### config.mk
export PLATFORM = sky130hd
export DESIGN_NAME = idli_sqi_arb_flat
export DESIGN_NICKNAME = d
export VERILOG_FILES = /design/src/rtl/idli_sqi_arb_if.sv /design/src/rtl/idli_sqi_arb.sv /design/src/flat_wrapper.sv
export SDC_FILE = /design/constraint.sdc
export NUM_CORES = 1
export LEC_CHECK = 0
export CORE_MARGIN = 4
export CORE_UTILIZATION = 45
export DETAILED_ROUTE_END_ITERATION = 10
export PLACE_DENSITY = 0.77
export SLEW_MARGIN = 20
export SYNTH_ARGS = -nofsm -noshare
export SYNTH_HDL_FRONTEND = slang
export SYNTH_SLANG_ARGS = --single-unit
### constraint.sdc
create_clock -name i_clk -period 2.2 [get_ports i_clk]
set_input_delay 0.44 -clock i_clk [delete_from_list [all_inputs] [get_ports i_clk]]
set_output_delay 0.44 -clock i_clk [all_outputs]
set_load 0.03 [all_outputs]
### src/rtl/idli_sqi_arb_if.sv
// Core-side fetch/data request ports and SQI pin bundle for idli_sqi_arb.
// The slave modport is the controller's view; master is the requester/bench view.
interface idli_sqi_arb_if;
    logic        i_fetch_req;
    logic [15:0] i_fetch_addr;
    logic        o_fetch_gnt;
    logic        o_fetch_vld;
    logic [3:0]  o_fetch_data;
    logic        i_data_req;
    logic        i_data_wr;
    logic [15:0] i_data_addr;
    logic        o_data_gnt;
    logic        o_data_rdy;
    logic [3:0]  i_data_wdata;
    logic        o_data_vld;
    logic [3:0]  o_data_rdata;
    logic        o_sqi_cs_n;
    logic        o_sqi_sck_en;
    logic [3:0]  o_sqi_sio;
    logic        o_sqi_oe;
    logic [3:0]  i_sqi_sio;

    modport slave (
        input  i_fetch_req, i_fetch_addr, i_data_req, i_data_wr, i_data_addr,
               i_data_wdata, i_sqi_sio,
        output o_fetch_gnt, o_fetch_vld, o_fetch_data, o_data_gnt, o_data_rdy,
               o_data_vld, o_data_rdata, o_sqi_cs_n, o_sqi_sck_en, o_sqi_sio, o_sqi_oe
    );

    modport master (
        output i_fetch_req, i_fetch_addr, i_data_req, i_data_wr, i_data_addr,
               i_data_wdata, i_sqi_sio,
        input  o_fetch_gnt, o_fetch_vld, o_fetch_data, o_data_gnt, o_data_rdy,
               o_data_vld, o_data_rdata, o_sqi_cs_n, o_sqi_sck_en, o_sqi_sio, o_sqi_oe
    );
endinterface

### src/rtl/idli_sqi_arb.sv
// Round-robin arbiter and sequencer sharing one quad-SPI SRAM between the
// fetch and load/store requesters; one 4b slice per clock, 16b word per access.
module idli_sqi_arb #(
    parameter int DUMMY_CYCLES = 2
) (
    input  logic           i_clk,
    input  logic           i_rst_n,
    idli_sqi_arb_if.slave  bus
);

    typedef enum logic [2:0] {
        ST_IDLE  = 3'd0,
        ST_CMD   = 3'd1,
        ST_ADDR  = 3'd2,
        ST_DUMMY = 3'd3,
        ST_DATA  = 3'd4,
        ST_END   = 3'd5
    } state_t;

    localparam logic [2:0] DUMMY_LAST = 3'(DUMMY_CYCLES - 1);

    state_t      r_state;
    state_t      w_nxt_state;
    logic [2:0]  r_phase;
    logic [2:0]  w_nxt_phase;
    logic        r_last_data;
    logic        r_sel_fetch;
    logic        r_wr;
    logic [15:0] r_addr;
    logic        r_fetch_gnt;
    logic        r_data_gnt;
    logic        r_fetch_vld;
    logic        r_data_vld;
    logic [3:0]  r_fetch_data;
    logic [3:0]  r_data_rdata;
    logic        w_grant;
    logic        w_pick_fetch;
    logic        w_rd_data;
    logic        w_active;
    logic        w_oe;
    logic        w_rdy;
    logic [3:0]  w_sio;

    // Nibble p of the 24b byte address {7'b0, a, 1'b0}, most significant first.
    function automatic logic [3:0] addr_nibble(input logic [15:0] a, input logic [2:0] p);
        logic [3:0] n;
        case (p)
            3'd0:    n = 4'h0;
            3'd1:    n = {3'b000, a[15]};
            3'd2:    n = a[14:11];
            3'd3:    n = a[10:7];
            3'd4:    n = a[6:3];
            3'd5:    n = {a[2:0], 1'b0};
            default: n = 4'h0;
        endcase
        return n;
    endfunction

    // Arbitration and next-state sequencing; the phase counter restarts on every state change.
    always_comb begin
        w_nxt_state  = r_state;
        w_grant      = 1'b0;
        w_pick_fetch = bus.i_fetch_req && (!bus.i_data_req || r_last_data);
        case (r_state)
            ST_IDLE: begin
                if (bus.i_fetch_req || bus.i_data_req) begin
                    w_grant     = 1'b1;
                    w_nxt_state = ST_CMD;
                end else begin
                    w_nxt_state = ST_IDLE;
                end
            end
            ST_CMD: begin
                if (r_phase == 3'd1) w_nxt_state = ST_ADDR;
                else                 w_nxt_state = ST_CMD;
            end
            ST_ADDR: begin
                if (r_phase != 3'd5)                      w_nxt_state = ST_ADDR;
                else if (r_wr || (DUMMY_CYCLES == 0))     w_nxt_state = ST_DATA;
                else                                      w_nxt_state = ST_DUMMY;
            end
            ST_DUMMY: begin
                if (r_phase == DUMMY_LAST) w_nxt_state = ST_DATA;
                else                       w_nxt_state = ST_DUMMY;
            end
            ST_DATA: begin
                if (r_phase == 3'd3) w_nxt_state = ST_END;
                else                 w_nxt_state = ST_DATA;
            end
            ST_END:  w_nxt_state = ST_IDLE;
            default: w_nxt_state = ST_IDLE;
        endcase
        if (w_nxt_state != r_state) w_nxt_phase = 3'd0;
        else                        w_nxt_phase = r_phase + 3'd1;
    end

    // Pin drive decoded from the registered state; write data passes straight through.
    always_comb begin
        w_oe  = 1'b0;
        w_rdy = 1'b0;
        w_sio = 4'h0;
        case (r_state)
            ST_CMD: begin
                w_oe = 1'b1;
                if (r_phase == 3'd0) w_sio = 4'h0;
                else                 w_sio = r_wr ? 4'h2 : 4'h3;
            end
            ST_ADDR: begin
                w_oe  = 1'b1;
                w_sio = addr_nibble(r_addr, r_phase);
            end
            ST_DATA: begin
                if (r_wr) begin
                    w_oe  = 1'b1;
                    w_rdy = 1'b1;
                    w_sio = bus.i_data_wdata;
                end else begin
                    w_oe  = 1'b0;
                    w_rdy = 1'b0;
                    w_sio = 4'h0;
                end
            end
            default: begin
                w_oe  = 1'b0;
                w_rdy = 1'b0;
                w_sio = 4'h0;
            end
        endcase
    end

    assign w_active  = (r_state == ST_CMD) || (r_state == ST_ADDR) ||
                       (r_state == ST_DUMMY) || (r_state == ST_DATA);
    assign w_rd_data = (r_state == ST_DATA) && !r_wr;

    // FSM state, grant pulses and the latched transaction of the winning requester.
    always_ff @(posedge i_clk or negedge i_rst_n) begin
        if (!i_rst_n) begin
            r_state     <= ST_IDLE;
            r_phase     <= 3'd0;
            r_last_data <= 1'b1;
            r_sel_fetch <= 1'b0;
            r_wr        <= 1'b0;
            r_addr      <= 16'h0000;
            r_fetch_gnt <= 1'b0;
            r_data_gnt  <= 1'b0;
        end else begin
            r_state     <= w_nxt_state;
            r_phase     <= w_nxt_phase;
            r_fetch_gnt <= w_grant && w_pick_fetch;
            r_data_gnt  <= w_grant && !w_pick_fetch;
            if (w_grant) begin
                r_last_data <= !w_pick_fetch;
                r_sel_fetch <= w_pick_fetch;
                r_wr        <= w_pick_fetch ? 1'b0 : bus.i_data_wr;
                r_addr      <= w_pick_fetch ? bus.i_fetch_addr : bus.i_data_addr;
            end
        end
    end

    // Read slices are captured for the granted requester only, valid one cycle later.
    always_ff @(posedge i_clk or negedge i_rst_n) begin
        if (!i_rst_n) begin
            r_fetch_vld  <= 1'b0;
            r_data_vld   <= 1'b0;
            r_fetch_data <= 4'h0;
            r_data_rdata <= 4'h0;
        end else begin
            r_fetch_vld <= w_rd_data && r_sel_fetch;
            r_data_vld  <= w_rd_data && !r_sel_fetch;
            if (w_rd_data && r_sel_fetch)  r_fetch_data <= bus.i_sqi_sio;
            if (w_rd_data && !r_sel_fetch) r_data_rdata <= bus.i_sqi_sio;
        end
    end

    assign bus.o_fetch_gnt  = r_fetch_gnt;
    assign bus.o_data_gnt   = r_data_gnt;
    assign bus.o_fetch_vld  = r_fetch_vld;
    assign bus.o_data_vld   = r_data_vld;
    assign bus.o_fetch_data = r_fetch_data;
    assign bus.o_data_rdata = r_data_rdata;
    assign bus.o_data_rdy   = w_rdy;
    assign bus.o_sqi_cs_n   = ~w_active;
    assign bus.o_sqi_sck_en = w_active;
    assign bus.o_sqi_oe     = w_oe;
    assign bus.o_sqi_sio    = w_sio;

endmodule

### src/flat_wrapper.sv
// flat-port wrapper written by rule: the top's interface ports become plain ports
module idli_sqi_arb_flat 
#(
    parameter int DUMMY_CYCLES = 2
)
  (i_clk, i_rst_n, bus_i_fetch_req, bus_i_fetch_addr, bus_i_data_req, bus_i_data_wr, bus_i_data_addr, bus_i_data_wdata, bus_i_sqi_sio, bus_o_fetch_gnt, bus_o_fetch_vld, bus_o_fetch_data, bus_o_data_gnt, bus_o_data_rdy, bus_o_data_vld, bus_o_data_rdata, bus_o_sqi_cs_n, bus_o_sqi_sck_en, bus_o_sqi_sio, bus_o_sqi_oe);
  idli_sqi_arb_if bus_i ();
  input  logic i_clk;
  input  logic i_rst_n;
  input wire logic [$bits(bus_i.i_fetch_req)-1:0] bus_i_fetch_req;
  input wire logic [$bits(bus_i.i_fetch_addr)-1:0] bus_i_fetch_addr;
  input wire logic [$bits(bus_i.i_data_req)-1:0] bus_i_data_req;
  input wire logic [$bits(bus_i.i_data_wr)-1:0] bus_i_data_wr;
  input wire logic [$bits(bus_i.i_data_addr)-1:0] bus_i_data_addr;
  input wire logic [$bits(bus_i.i_data_wdata)-1:0] bus_i_data_wdata;
  input wire logic [$bits(bus_i.i_sqi_sio)-1:0] bus_i_sqi_sio;
  output wire logic [$bits(bus_i.o_fetch_gnt)-1:0] bus_o_fetch_gnt;
  output wire logic [$bits(bus_i.o_fetch_vld)-1:0] bus_o_fetch_vld;
  output wire logic [$bits(bus_i.o_fetch_data)-1:0] bus_o_fetch_data;
  output wire logic [$bits(bus_i.o_data_gnt)-1:0] bus_o_data_gnt;
  output wire logic [$bits(bus_i.o_data_rdy)-1:0] bus_o_data_rdy;
  output wire logic [$bits(bus_i.o_data_vld)-1:0] bus_o_data_vld;
  output wire logic [$bits(bus_i.o_data_rdata)-1:0] bus_o_data_rdata;
  output wire logic [$bits(bus_i.o_sqi_cs_n)-1:0] bus_o_sqi_cs_n;
  output wire logic [$bits(bus_i.o_sqi_sck_en)-1:0] bus_o_sqi_sck_en;
  output wire logic [$bits(bus_i.o_sqi_sio)-1:0] bus_o_sqi_sio;
  output wire logic [$bits(bus_i.o_sqi_oe)-1:0] bus_o_sqi_oe;
  assign bus_i.i_fetch_req = bus_i_fetch_req;
  assign bus_i.i_fetch_addr = bus_i_fetch_addr;
  assign bus_i.i_data_req = bus_i_data_req;
  assign bus_i.i_data_wr = bus_i_data_wr;
  assign bus_i.i_data_addr = bus_i_data_addr;
  assign bus_i.i_data_wdata = bus_i_data_wdata;
  assign bus_i.i_sqi_sio = bus_i_sqi_sio;
  assign bus_o_fetch_gnt = bus_i.o_fetch_gnt;
  assign bus_o_fetch_vld = bus_i.o_fetch_vld;
  assign bus_o_fetch_data = bus_i.o_fetch_data;
  assign bus_o_data_gnt = bus_i.o_data_gnt;
  assign bus_o_data_rdy = bus_i.o_data_rdy;
  assign bus_o_data_vld = bus_i.o_data_vld;
  assign bus_o_data_rdata = bus_i.o_data_rdata;
  assign bus_o_sqi_cs_n = bus_i.o_sqi_cs_n;
  assign bus_o_sqi_sck_en = bus_i.o_sqi_sck_en;
  assign bus_o_sqi_sio = bus_i.o_sqi_sio;
  assign bus_o_sqi_oe = bus_i.o_sqi_oe;
  idli_sqi_arb #(.DUMMY_CYCLES(DUMMY_CYCLES)) u_core (.i_clk(i_clk), .i_rst_n(i_rst_n), .bus(bus_i));
endmodule
Word level (Yosys, flattened, before mapping):

Index checks and enable logic that the tools add are counted.

* register bits: 37
* output and inout bits: 20

* add/subtract/negate cells: 1
* equal/unequal tests: 11
* muxes and demuxes: 20
* bitwise operators: 1
* reduce and logical (&&, ||, !) cells: 18

Operators with widths (number)
* one-hot mux 4 bit (5 select lines): 1
* 2-to-1 mux 16 bit: 1
* one-hot mux 3 bit (5 select lines): 1
* == test 3 x 2 -> 1 bit, second input constant: 4
* 2-to-1 mux 3 bit: 4
* one-hot mux 4 bit (3 select lines): 1
* == test 3 bit, second input constant: 3
* 2-to-1 mux 1 bit: 8
* 2-to-1 mux 4 bit: 2
* == test 3 x 1 -> 1 bit, second input constant: 2
* logical AND 1 bit: 6
* zero test 3 bit: 2
* logical OR 1 bit: 5
* zero test 1 bit: 4
* adder 3 x 1 -> 3 bit, second input constant: 1
* != test 3 bit: 1
* != test 3 bit, second input constant: 1
* 2-to-1 mux 2 bit: 1
* one-hot mux 1 bit (2 select lines): 1
* OR reduction 2 bit: 1
* inverter 1 bit: 1

Longest topological paths before layout:

* word-level depth: 5
* depth in mapped cells: 6
* gate-level depth less buffers: 5

Least setup slack after synthesis:

OpenSTA, ideal clock, no wires.

* path type: register to output
* start point: register u_core.r_phase[1]
* end point: output bus_o_sqi_sio[2]
* arrival time: 1.889 ns
* data required time: 1.760 ns
* setup slack: -0.129 ns
* cell stages (with the launch flop): 7
* path buffers: 1
* cell sequence: dfrtp_1 inv_1 ha_1 clkbuf_1 or3_1 o2111ai_1 o21ai_0

* cells in the longest elaborated chain, start to end: 3
* elaborated cells between the ends (all ways): 7

Ends and longest elaborated chain
* start, declared: line idli_sqi_arb.sv:24 `logic [2:0] r_phase;`
* start signal, assigned: line idli_sqi_arb.sv:148 `r_phase <= w_nxt_phase;`
* == test 3 bit, or another cell as far along: line idli_sqi_arb.sv:47 `case (p)`
* one-hot mux 4 bit (5 select lines) (*): line idli_sqi_arb.sv:47
* one-hot mux 4 bit (3 select lines) (*): line idli_sqi_arb.sv:102 `case (r_state)`
* end, declared: line flat_wrapper.sv:26 `output wire logic [$bits(bus_i.o_sqi_sio)-1:0] bus_o_sqi_sio;`

Every way passes the cells marked *; elsewhere a longest branch is shown, timed or not.

Worst setup path after layout:

* start point: register u_core.r_phase[0]
* end point: output bus_o_sqi_sio[1]

* cells in the longest elaborated chain, start to end: 3
* elaborated cells between the ends (all ways): 9

Ends and longest elaborated chain (line)
* == test 3 bit, or another cell as far along: idli_sqi_arb.sv:47
* one-hot mux 4 bit (5 select lines) or 2-to-1 mux 4 bit (tied branches): idli_sqi_arb.sv:47, idli_sqi_arb.sv:105
* one-hot mux 4 bit (3 select lines) (*): idli_sqi_arb.sv:102

Marks and branches as above.

==> run metrics <==
# diodes 0; initial antenna violation count 0; Reg2Reg Depth 4; root buf cell clkbuf_8; clock skew 0.01252 ns; layout cell share with drive strength beyond 1 0.2152; vias in the first global route 1660; leak pwr 1.199 nW; number of buffers created by CTS 5; IO Count 65; Final nets 286; most frequent cells in the layout clkdlybuf4s50_1 (56), dfrtp_1 (34), a21boi_0 (16), a221o_1 (16), buf_4 (14); Mapped Cells 169; EDFF count, synth 0; per-cell routed wire length 18.33 µm; IO Port Bufs 64; Fmax achieved 427.9 MHz; DRC Markers 0; Clock Latency Late Sink 0.30 ns; status finished with violations; CP arrival 1.90 ns; Syn. warnings 0; failing checks setup timing; worst r2r src u_core.r_state[0]$_DFF_PN0_; Clock Sinks 37; CP startpoint u_core.r_phase[0]$_DFF_PN0_; fin crit share 1.062; Std-Cell Core Area 0.004058 mm²; Iteration-0 DRC Markers 113; Via density 5.909; Fin Setup TNS -0.3639 ns; most common cell after layout, fill and taps aside clkdlybuf4s50_1; filler cell count 269; H-Tree Depth 2; Final ANT Viol Nets 0; most common flop cell mapped by yosys dfrtp_1; Pre-Repair DR Iteration Count 5; first-pass GRT wire length 8.321 mm; VDD IR-drop max 0.6298 mV; DP HPWL 3.672 mm; Fin. Hold Viols 0; register area share after synthesis 0.4846; total number of vias 1696; final setup margin -0.1368 ns; Synth area leader dfrtp_1; crit start category flop; fin crit period 2.337 ns; worst hold stages 1; leading post-synthesis cells by cell area dfrtp_1 (47%), a221o_1 (8.4%), a21boi_0 (6.3%); gr ovfl total 0; RSZ-0062 raised after global routing true; HP Start u_core.bus.o_data_rdata[2]$_DFFE_PN0P_; Yosys top cell area share 0.4709; Syn Std Cell Area 0.001913 mm²; Worst Setup End Kind output port; number of cell rows 23; Die Footprint 0.005358 mm²; Die H 73.20 µm; worst hold slack 0.5111 ns; required time of the critical path 1.76 ns; clk buf depth 2; GPL Wtd Cong 0.9192; WL final 5.260 mm; critical path type reg -> out; Clock transition at path regs 0.07 ns; max-cap violation count 0; average size of a mapped cell 11.32 µm²; Syn Nets 219; post-synth cell types 44; Pwr Total 4.082 mW; final count of negative-setup-slack endpoints 3; Hold Crit Class reg -> reg; Hold Buf Count CTS 0; Pwr Density 1440 mW/mm²; initial core utilization 0.4715; DIE WIDTH 73.20 µm; CTS tree yes; multi-input logic area 0.001007 mm²; Worst Max-Slew Pin Slew 0.6199 ns; Total GRT Usage 0.2060; area grow syn2layout 48.20%; Final Max Tran Viols 0; Max-slew headroom 0.5868; largest net degree at the start of global routing 38; post-synthesis async set-or-reset flop share 1.000; Seq. cell area 929.6 µm²; Yosys reg bits 37; critical path peak fanout 5
## critical path, cell delays in order, from the launching register on
cell and delay [ns]:
dfrtp_2 0.47, ha_4 0.19, ha_4 0.17, a222oi_1 0.44, o211ai_1 0.14, buf_4 0.19
## Yosys cell counts (2+ instances only)
master and n:
and3_1 2, nand2b_1 4, mux2_4 4, a222oi_1 3
buf_2 5, nor2b_1 2, inv_1 5, clkbuf_1 10
nand2_1 10, dfrtp_1 36, nand4_1 3, nor2_1 3
mux2_2 4, a21oi_1 3, o22ai_1 2, a21boi_0 16
o21ai_0 4, nand3b_1 2, a22o_1 5, a21o_1 2
ha_1 5, a221o_1 16, xnor2_1 2
## power by group
group / switching (mW) / internal (mW) / total (mW)
logic: 1.26 / 1.11 / 2.37
registers: 0.213 / 1.00 / 1.22
clock network: 0.246 / 0.254 / 0.499
## flip-flops by register name (all words and copies together), names as in the netlist
signal	flops
u_core.bus.o_data_vld	1
u_core.r_addr	16
u_core.bus.o_data_rdata	4
u_core.bus.o_data_gnt	1
u_core.bus.o_fetch_gnt	1
u_core.r_wr	1
u_core.bus.o_fetch_data	4
u_core.r_last_data	1
u_core.r_state	3
u_core.r_phase	3
u_core.bus.o_fetch_vld	1
u_core.r_sel_fetch	1
## per-layer routing
metal / vias up / track usage / wire length, µm
li1: 782 / - / -
met1: 816 / 0.2384 / 2039
met2: 80 / 0.3505 / 2654
met3: 18 / 0.06474 / 375
met4: 0 / 0.08402 / 191
met5: - / 0 / 0
## cell type report
class,instances,share of cell area
flip-flops and latches,37,0.3279
clock buffers,6,0.02913
multi-input cells,112,0.3553
clock inverters,2,0.004854
well taps,50,0.02207
repair buffers,75,0.2524
inverters,5,0.008385
## cells by family after synthesis
family,Yosys count,share of synthesized area
AOI/OAI and AO/OA,60,0.2570
adders and majority gates,5,0.03270
DFF,37,0.4846
xor gates and xnor gates,2,0.009158
muxes,8,0.05494
and+or+nand+nor,37,0.1190
buffers and inverters,20,0.04251
## path summary, 6_finish.rpt
path	endpoint	slack (ns)
hold / removal	u_core.bus.o_data_rdata[2]$_DFFE_PN0P_	0.51
setup / recovery	bus_o_sqi_sio[1]	-0.14
setup reg to reg	u_core.bus.o_fetch_data[1]$_DFFE_PN0P_	0.25
max in group asynchronous	u_core.r_phase[1]$_DFF_PN0_	1.28
min in group asynchronous	u_core.bus.o_fetch_gnt$_DFF_PN0_	0.56
hold reg to reg	u_core.bus.o_data_rdata[2]$_DFFE_PN0P_	0.51
## per-stage QoR
| step | worst slack (ns) | cell area [µm²] | util | std cells |
|---|---|---|---|---|
| floorplan | -0.1289 | 1913 | - | 169 |
| CTS | -0.1256 | 2791 | 0.6879 | 285 |
| global route | -0.1946 | 2835 | 0.6987 | 287 |
| finish | -0.1368 | 2835 | 0.6987 | 287 |
| detailed placement | 0.09752 | 2596 | 0.6398 | 275 |
| global placement | 0.2015 | 2596 | 0.6398 | 275 |
## timing repair
item,CTS,global route
gates cloned,0,0
buffers inserted,2,2
resized for setup,25,5
pin swaps,5,7
endpoints found under the hold margin,0,0
setup endpoints to repair,7,5
No activity file was read; power rests on OpenSTA's default activity.
